`src/rtl/sample_iter_ctrl.sv`:
```
// sample_iter_ctrl: raster-walks a snapped bounding box, one sample per cycle.
// Optional perf counters when SAMPLE_ITER_PERF_EN is defined.
module sample_iter_ctrl #(
  parameter int SIGFIG = 24,
  parameter int RADIX  = 10,
  parameter int VERTS  = 3,
  parameter int AXIS   = 3,
  parameter int COLORS = 3
) (
  input  logic                             clk,
  input  logic                             rst,
  input  logic [SIGFIG*VERTS*AXIS-1:0]     tri_R13S,
  input  logic [SIGFIG*COLORS-1:0]         color_R13U,
  input  logic [SIGFIG*4-1:0]              box_R13S,
  input  logic                             validTri_R13H,
  input  logic [3:0]                       subSample_RnnnnU,
  input  logic                             halt_in_RnnnnH,
  output logic                             halt_RnnnnH,
  output logic [SIGFIG*VERTS*AXIS-1:0]     tri_R14S,
  output logic [SIGFIG*COLORS-1:0]         color_R14U,
  output logic [SIGFIG*2-1:0]              sample_R14S,
  output logic                             validSamp_R14H
`ifdef SAMPLE_ITER_PERF_EN
  ,
  output logic [31:0]                      perfTri_RnnnnU,
  output logic [31:0]                      perfSamp_RnnnnU
`endif
);

  localparam int S = SIGFIG;
  localparam int W = SIGFIG + 1;

  typedef enum logic {
    WAIT = 1'b0,
    TEST = 1'b1
  } state_t;

  state_t state, state_nx;

  logic [S*VERTS*AXIS-1:0] tri_q;
  logic [S*COLORS-1:0]     col_q;
  logic signed [S-1:0]     sx, sy;
  logic signed [S-1:0]     llx_q, urx_q, ury_q;
  logic [S-1:0]            step_q;
  logic [S-1:0]            step_in;

  logic signed [S-1:0] in_llx, in_lly, in_urx, in_ury;
  logic signed [W-1:0] nxt_x, nxt_y, ux, uy;
  logic                x_ov, y_ov;
  logic                at_last, accept, load, empty_in;

  assign in_llx = box_R13S[S-1:0];
  assign in_lly = box_R13S[2*S-1:S];
  assign in_urx = box_R13S[3*S-1:2*S];
  assign in_ury = box_R13S[4*S-1:3*S];

  // Decode subsample mode to a stride; anything not one-hot means 1x.
  always_comb begin
    step_in = S'(1) << RADIX;
    if ($onehot(subSample_RnnnnU)) begin
      unique case (1'b1)
        subSample_RnnnnU[0]: step_in = S'(1) << RADIX;
        subSample_RnnnnU[1]: step_in = S'(1) << (RADIX - 1);
        subSample_RnnnnU[2]: step_in = S'(1) << (RADIX - 2);
        subSample_RnnnnU[3]: step_in = S'(1) << (RADIX - 3);
      endcase
    end
  end

  // Step comparisons carry one extra bit so the box edge never wraps.
  always_comb begin
    nxt_x = {sx[S-1], sx} + $signed({1'b0, step_q});
    nxt_y = {sy[S-1], sy} + $signed({1'b0, step_q});
    ux    = {urx_q[S-1], urx_q};
    uy    = {ury_q[S-1], ury_q};
    x_ov  = nxt_x > ux;
    y_ov  = nxt_y > uy;
  end

  assign empty_in = (in_llx > in_urx) || (in_lly > in_ury);
  assign at_last  = (state == TEST) && x_ov && y_ov;
  assign accept   = validTri_R13H && !halt_in_RnnnnH &&
                    ((state == WAIT) || at_last);
  assign load     = accept && !empty_in;

  assign halt_RnnnnH    = (state == TEST) && !at_last;
  assign validSamp_R14H = (state == TEST);
  assign tri_R14S       = tri_q;
  assign color_R14U     = col_q;
  assign sample_R14S    = {sy, sx};

  // State register.
  always_ff @(posedge clk) begin
    if (rst) state <= WAIT;
    else     state <= state_nx;
  end

  // Next state: enter TEST on a non-empty load, leave after the last sample.
  always_comb begin
    state_nx = state;
    unique case (state)
      WAIT: if (load) state_nx = TEST;
      TEST: begin
        if (!halt_in_RnnnnH && at_last)
          state_nx = load ? TEST : WAIT;
      end
      default: state_nx = WAIT;
    endcase
  end

  // Triangle latch and raster walker; everything holds while stalled.
  always_ff @(posedge clk) begin
    if (rst) begin
      tri_q  <= '0;
      col_q  <= '0;
      sx     <= '0;
      sy     <= '0;
      llx_q  <= '0;
      urx_q  <= '0;
      ury_q  <= '0;
      step_q <= '0;
    end else if (load) begin
      tri_q  <= tri_R13S;
      col_q  <= color_R13U;
      sx     <= in_llx;
      sy     <= in_lly;
      llx_q  <= in_llx;
      urx_q  <= in_urx;
      ury_q  <= in_ury;
      step_q <= step_in;
    end else if (state == TEST && !halt_in_RnnnnH && !at_last) begin
      if (!x_ov) begin
        sx <= nxt_x[S-1:0];
      end else begin
        sx <= llx_q;
        sy <= nxt_y[S-1:0];
      end
    end
  end

`ifdef SAMPLE_ITER_PERF_EN
  // Saturating counters of loaded triangles and consumed samples.
  always_ff @(posedge clk) begin
    if (rst) begin
      perfTri_RnnnnU  <= '0;
      perfSamp_RnnnnU <= '0;
    end else begin
      if (load && perfTri_RnnnnU != 32'hFFFF_FFFF)
        perfTri_RnnnnU <= perfTri_RnnnnU + 32'd1;
      if (validSamp_R14H && !halt_in_RnnnnH &&
          perfSamp_RnnnnU != 32'hFFFF_FFFF)
        perfSamp_RnnnnU <= perfSamp_RnnnnU + 32'd1;
    end
  end
`endif

endmodule

```
`config.mk`:
```
export PLATFORM = sky130hd
export DESIGN_NAME = sample_iter_ctrl
export DESIGN_NICKNAME = d
export VERILOG_FILES = /design/src/rtl/sample_iter_ctrl.sv
export SDC_FILE = /design/constraint.sdc
export NUM_CORES = 1
export LEC_CHECK = 0
export ABC_AREA = 0
export CORE_AREA = 4 4 279 281
export CTS_BUF_LIST = sky130_fd_sc_hd__clkbuf_4 sky130_fd_sc_hd__clkbuf_8
export CTS_CLUSTER_DIAMETER = 200
export DETAILED_ROUTE_END_ITERATION = 10
export DIE_AREA = 0 0 283 285
export GPL_TIMING_DRIVEN = 0
export MAX_ROUTING_LAYER = met4
export SYNTH_ARGS = -nofsm -noshare
export SYNTH_HDL_FRONTEND = slang
export SYNTH_SLANG_ARGS = --single-unit
```
`constraint.sdc`:
```
create_clock -name clk -period 7.75 [get_ports clk]
set_input_delay 1.55 -clock clk [delete_from_list [all_inputs] [get_ports clk]]
set_output_delay 1.55 -clock clk [all_outputs]
set_load 0.02 [all_outputs]
```
# Word level (Yosys, flattened, before mapping)
# Cells that the tools add are included.
# W data, S select, Z words.
dict set report totals {
  register_bits 433
  inputBits 392
  out_inout_bits 338
  elab_cells 48
}
dict set report classes {
  add_sub_neg 5
  order_cmp 4
  eq_ne 1
  muxes 11
  n_bitwise 1
  n_reduce_logical 17
}
# operator count
set op_table {}
lappend op_table {{$mux W24} 7}
lappend op_table {{$pmux W24 S4} 1}
lappend op_table {{$add A25 B24 Y25} 2}
lappend op_table {{$gt A25 B24 Y1} 2}
lappend op_table {{$gt A24 B24 Y1} 2}
lappend op_table {{$logic_and A1 B1 Y1} 9}
lappend op_table {{$add A1 B1 Y2} 2}
lappend op_table {{$reduce_bool A2 Y1} 2}
lappend op_table {{$add A2 B2 Y3} 1}
lappend op_table {{$eq A3 B1 Y1 const B} 1}
lappend op_table {{$logic_not A1 Y1} 3}
lappend op_table {{$logic_or A1 B1 Y1} 2}
lappend op_table {{$mux W1} 2}
lappend op_table {{$pmux W1 S2} 1}
lappend op_table {{$reduce_and A2 Y1} 1}
lappend op_table {{$not A1 Y1} 1}

# Depth between registers and ports, before layout
dict set report depth {
  depth_word 10
  depth_mapped 22
  depth_no_buf 19
}

# Worst setup path after synthesis
# Ideal clock, no wire load.
dict set report synth_timing {
  path_kind {flip-flop to output port}
  startpoint {reg sy[7]}
  endpoint {out halt_RnnnnH}
  arrival_time_ps 4189
  required_time_ps 6200
  slack_ps 2011
  path_stages_with_launch 20
  n_path_buf 3
  cell_sequence {dfxtp_1 -> ha_1 -> inv_1 -> fa_1 -> nor2b_1 -> o21ai_1 -> a2111oi_2 -> nand3_1 -> or3_1 -> xnor2_1 -> ha_1 -> nand4_1 -> nor4_1 -> a31oi_1 -> and2_1 -> buf_4 -> o21ai_2 -> inv_2 -> buf_4 -> buf_2}
}
dict set report synth_via {
  elab_chain_cells 5
}
# item line
set synth_lines {}
lappend synth_lines {{start: declaration} 42} ;# logic signed [S-1:0] sx, sy;
lappend synth_lines {{start signal: assignment} 126} ;# sy <= in_lly;
lappend synth_lines {{start signal: assignment} 136} ;# sy <= nxt_y[S-1:0];
lappend synth_lines {{$add A25 B24 Y25} 73} ;# nxt_y = {sy[S-1], sy} + $signed({1'b0, step_q});
lappend synth_lines {{$gt A25 B24 Y1} 77} ;# y_ov = nxt_y > uy;
lappend synth_lines {{$logic_and A1 B1 Y1} 81} ;# assign at_last = (state == TEST) && x_ov && y_ov;
lappend synth_lines {{$logic_not A1 Y1} 86} ;# assign halt_RnnnnH = (state == TEST) && !at_last;
lappend synth_lines {{$logic_and A1 B1 Y1} 86}
lappend synth_lines {{end: declaration} 18} ;# output logic halt_RnnnnH,
# Every way passes these cells.

# Worst setup path after layout
dict set report layout_timing {
  startpoint {reg sy[8]}
  endpoint {out halt_RnnnnH}
}
# The elaborated chain is that of the path after synthesis.

==> results.sh <==
export IMPL_num_rows=101
export IMPL_cp_data_required_time_ns=6.20
export IMPL_ir_worst_vdd_mv=0.127
export IMPL_cpPeakStageDelay_ns=0.49
export IMPL_worstPathCellList="inv_1, fa_1, nor2b_1, o21ai_1, a2111oi_2, nand3_1, or3_1, xnor2_1, ha_1, a2111oi_1, a311oi_1, a31oi_1, and2_1, buf_4, o21ai_4, inv_4, buf_4, clkdlybuf4s15_2"
export IMPL_slew_limit_headroom=0.327
export IMPL_clk_path_buf_depth=3
export IMPL_powerDensity_mw_per_mm2=209
export IMPL_grt_overflow=0
export IMPL_grt_max_degree=13
export IMPL_num_vias=21803
export IMPL_gp_congestion=0.933
export IMPL_drive_gt1_frac=0.0718
export IMPL_r2r_start="sy[8]"
export IMPL_worst_r2r_setup_slack_ns=1.92
export IMPL_synthArstFlopShare=0
export IMPL_firstDrtPassIters=5
export IMPL_clock_sinks=413
export IMPL_synth_top_family_by_area="compound AO/OA/AOI/OAI gates"
export IMPL_final_common_cell="clkdlybuf4s50_1"
export IMPL_utilization=0.393
export IMPL_grt_pass1_vias=21164
export IMPL_io_buffers=728
export IMPL_cp_max_fo=19
export IMPL_clkTransAtPathRegs_ns=0.06
export IMPL_muxShareOfSynthArea=0.00463
export IMPL_pre_cts_ws_ns=0.360
export IMPL_met1_length_um=38500
export IMPL_worst_ep_arrival_time_ns=5.79
export IMPL_yosys_warnings=0
export IMPL_insertion_delay_ns=0.69
export IMPL_r2r_cells=19
export IMPL_cts_root_buf="clkbuf_8"
export IMPL_grt_use_total=0.232
export IMPL_worst_slew_pin_slew_ns=1.01
export IMPL_finalMaxSlewViolations=0
export IMPL_dp_cells=4146
export IMPL_min_period_ns=7.34
export IMPL_core_area_mm2=0.0754
export IMPL_synth_edf_count=0
export IMPL_synth_simple_area_share=0.162
export IMPL_synth_avg_cell_area_um2=7.98
export IMPL_fin_nets=3752
export IMPL_fin_skew_ns=0.0588
export IMPL_syn_cell_area_mm2=0.0195
export IMPL_numCtsBuffers=80
export IMPL_wl_met2_um=46800
export IMPL_dieHeight_um=285
export IMPL_wl_per_cell_um=22.4
export IMPL_leakage_nw=10.4
export IMPL_viasPerCell=5.09
export IMPL_grt_pass1_wl_um=139000
export IMPL_hp_start="tri_R14S[42]"
export IMPL_rsz0062_at_grt="false"
export IMPL_synth_ff_type="dfxtp_1"
export IMPL_setup_tns_ns=0
export IMPL_postCtsHoldBufs=0
export IMPL_top_layer="met4"
export IMPL_synth_nets=2943
export IMPL_ys_seq_elements=413
export IMPL_min_path_cells=2
export IMPL_max_cap_viol_count=0
export IMPL_drt_iter0_markers=1573
export IMPL_start_util=0.258
export IMPL_report_final_hold_viol_count=0
export IMPL_whs_ns=0.473
export IMPL_dp_final_hpwl_um=75300
export IMPL_wl_met3_um=7960
export IMPL_end_kind="output port"
export IMPL_cts_tree="built"
export IMPL_syn_inst=2440
export IMPL_fmax_ghz=0.136
export IMPL_fin_ws_ns=0.408
export IMPL_status="finished, final reports clean"
export IMPL_synth_cell_types=56
export IMPL_finalSetupViolations=0
export IMPL_fin_crit_sh=0.947
export IMPL_area_growth_pct=52.2
export IMPL_pin_count=730
export IMPL_synth_compound_area_frac=0.242
export IMPL_antenna_found_initial=13
export IMPL_fp_dieArea_mm2=0.0807
export IMPL_synth_fa_ha_area_frac=0.0725
export IMPL_fin_cells=4284
export IMPL_hold_class="reg2reg"
export IMPL_synth_xor_area_frac=0.0193
export IMPL_cts_setup_buffers=0
export IMPL_path_class="reg2out"
export IMPL_cp_slowest_cell="dfxtp_1"
export IMPL_crit_top_cell="buf_4"
export IMPL_cts_max_level=3
export IMPL_routed_wl_um=96000
export IMPL_critPathLaunchType="register"
export IMPL_die_w_um=283
export IMPL_drtAntennaViolNets=0
export IMPL_most_common_layout_cells="727 x clkdlybuf4s50_1, 413 x a21oi_1, 413 x dfxtp_1"
export IMPL_ys_seq_area_frac=0.425
export IMPL_worstSetupStartpoint="sy[8]"
export IMPL_drc=0
final cells by class:
class,count,area [µm²]
Buffer,235,1010
Multi-Input combinational cell,1675,9760
Tap cell,978,1220
Inverter,116,438
Antenna cell,7,17.5
Clock buffer,119,1470
Timing Repair Buffer,728,7290
Clock inverter,13,159
Sequential cell,413,8270
Fill cell,7788,45800
power breakdown:
part           switching, mW  leakage [nW]  total (mW)  internal, mW
combinational          0.981          6.21        1.59         0.608
clock                   1.02         0.861        2.30          1.28
sequential            0.0740          3.34        2.30          2.22
critical path: cells and delay by family, from the launching register on:
kind,cells,cell delay (ns)
AO/OA/AOI/OAI,6,1.56
XOR/XNOR,1,0.15
adder cells (fa/ha/maj),2,0.79
buffers and inverters,5,1.13
flip-flops,1,0.49
AND/OR/NAND/NOR,4,0.96
cell families (layout without fill, tap and decap cells):
group,count (synthesis),in the layout
DFF,413,413
xor gates and xnor gates,43,43
and+or+nand+nor,625,625
AOI/OAI and AO/OA,887,887
muxes,9,9
buffers and inverters,352,1211
other,0,7
adders and majority gates,111,111
per-stage QoR:
step           total power, mW  instance area (µm²)
6_report                  6.18                29600
5_1_grt                   6.47                29600
4_1_cts                   6.24                29600
3_5_place_dp              3.91                28000
3_3_place_gp              3.91                28000
2_1_floorplan             3.14                19500
final timing paths:
| check | end |
|---|---|
| worst max-delay path | halt_RnnnnH |
| worst min-delay path | tri_R14S[42] |
| worst max register to register | tri_R14S[188] |
| worst min register to register | tri_R14S[42] |
Yosys cell counts (all sizes together) (2+ instances only):
cell,n,area share
nand2,51,0.010
fa,3,0.0031
a31oi,4,0.0013
nand3,388,0.10
nand3b,3,0.0012
a21o,7,0.0027
a21oi,413,0.11
nor2b,8,0.0026
a211oi,26,0.010
inv,116,0.022
nand4,31,0.010
nor4,8,0.0029
buf,115,0.029
clkbuf,121,0.023
a21boi,2,0.00077
xnor2,34,0.015
a2111oi,7,0.0035
and3,4,0.0013
or2,3,0.00096
o211ai,3,0.0012
ha,108,0.069
o31ai,2,0.00077
xor2,9,0.0040
nor3,53,0.014
mux2i,9,0.0046
nand2b,3,0.00096
nor2,44,0.0089
and2,6,0.0019
a221o,2,0.0010
or3,14,0.0045
a311oi,20,0.0090
a2111o,2,0.0012
and4,4,0.0018
o21a,2,0.00077
dfxtp,413,0.42
o21ai,391,0.10
nor3b,2,0.00077
registers in the layout (all words and copies together), names as in the netlist:
signal and count:
ury_q 24, llx_q 24, validSamp_R14H 1, sy 24
tri_R14S 216, sx 24, urx_q 24, color_R14U 72
step_q 4
per-layer routing:
| metal | track usage | up-vias |
|---|---|---|
| li1 | - | 10405 |
| met1 | 0.273 | 10387 |
| met2 | 0.394 | 855 |
| met3 | 0.0612 | 156 |
| met4 | 0.0638 | 0 |
| met5 | - | - |
what timing repair did:
item                                    in CTS  in global routing
gates cloned                                 0                  0
endpoints found under the setup margin       1                  1
resized for setup                            5                  1
pin swaps                                    0                  0
Note: power is estimated with default switching activity, not from simulation.
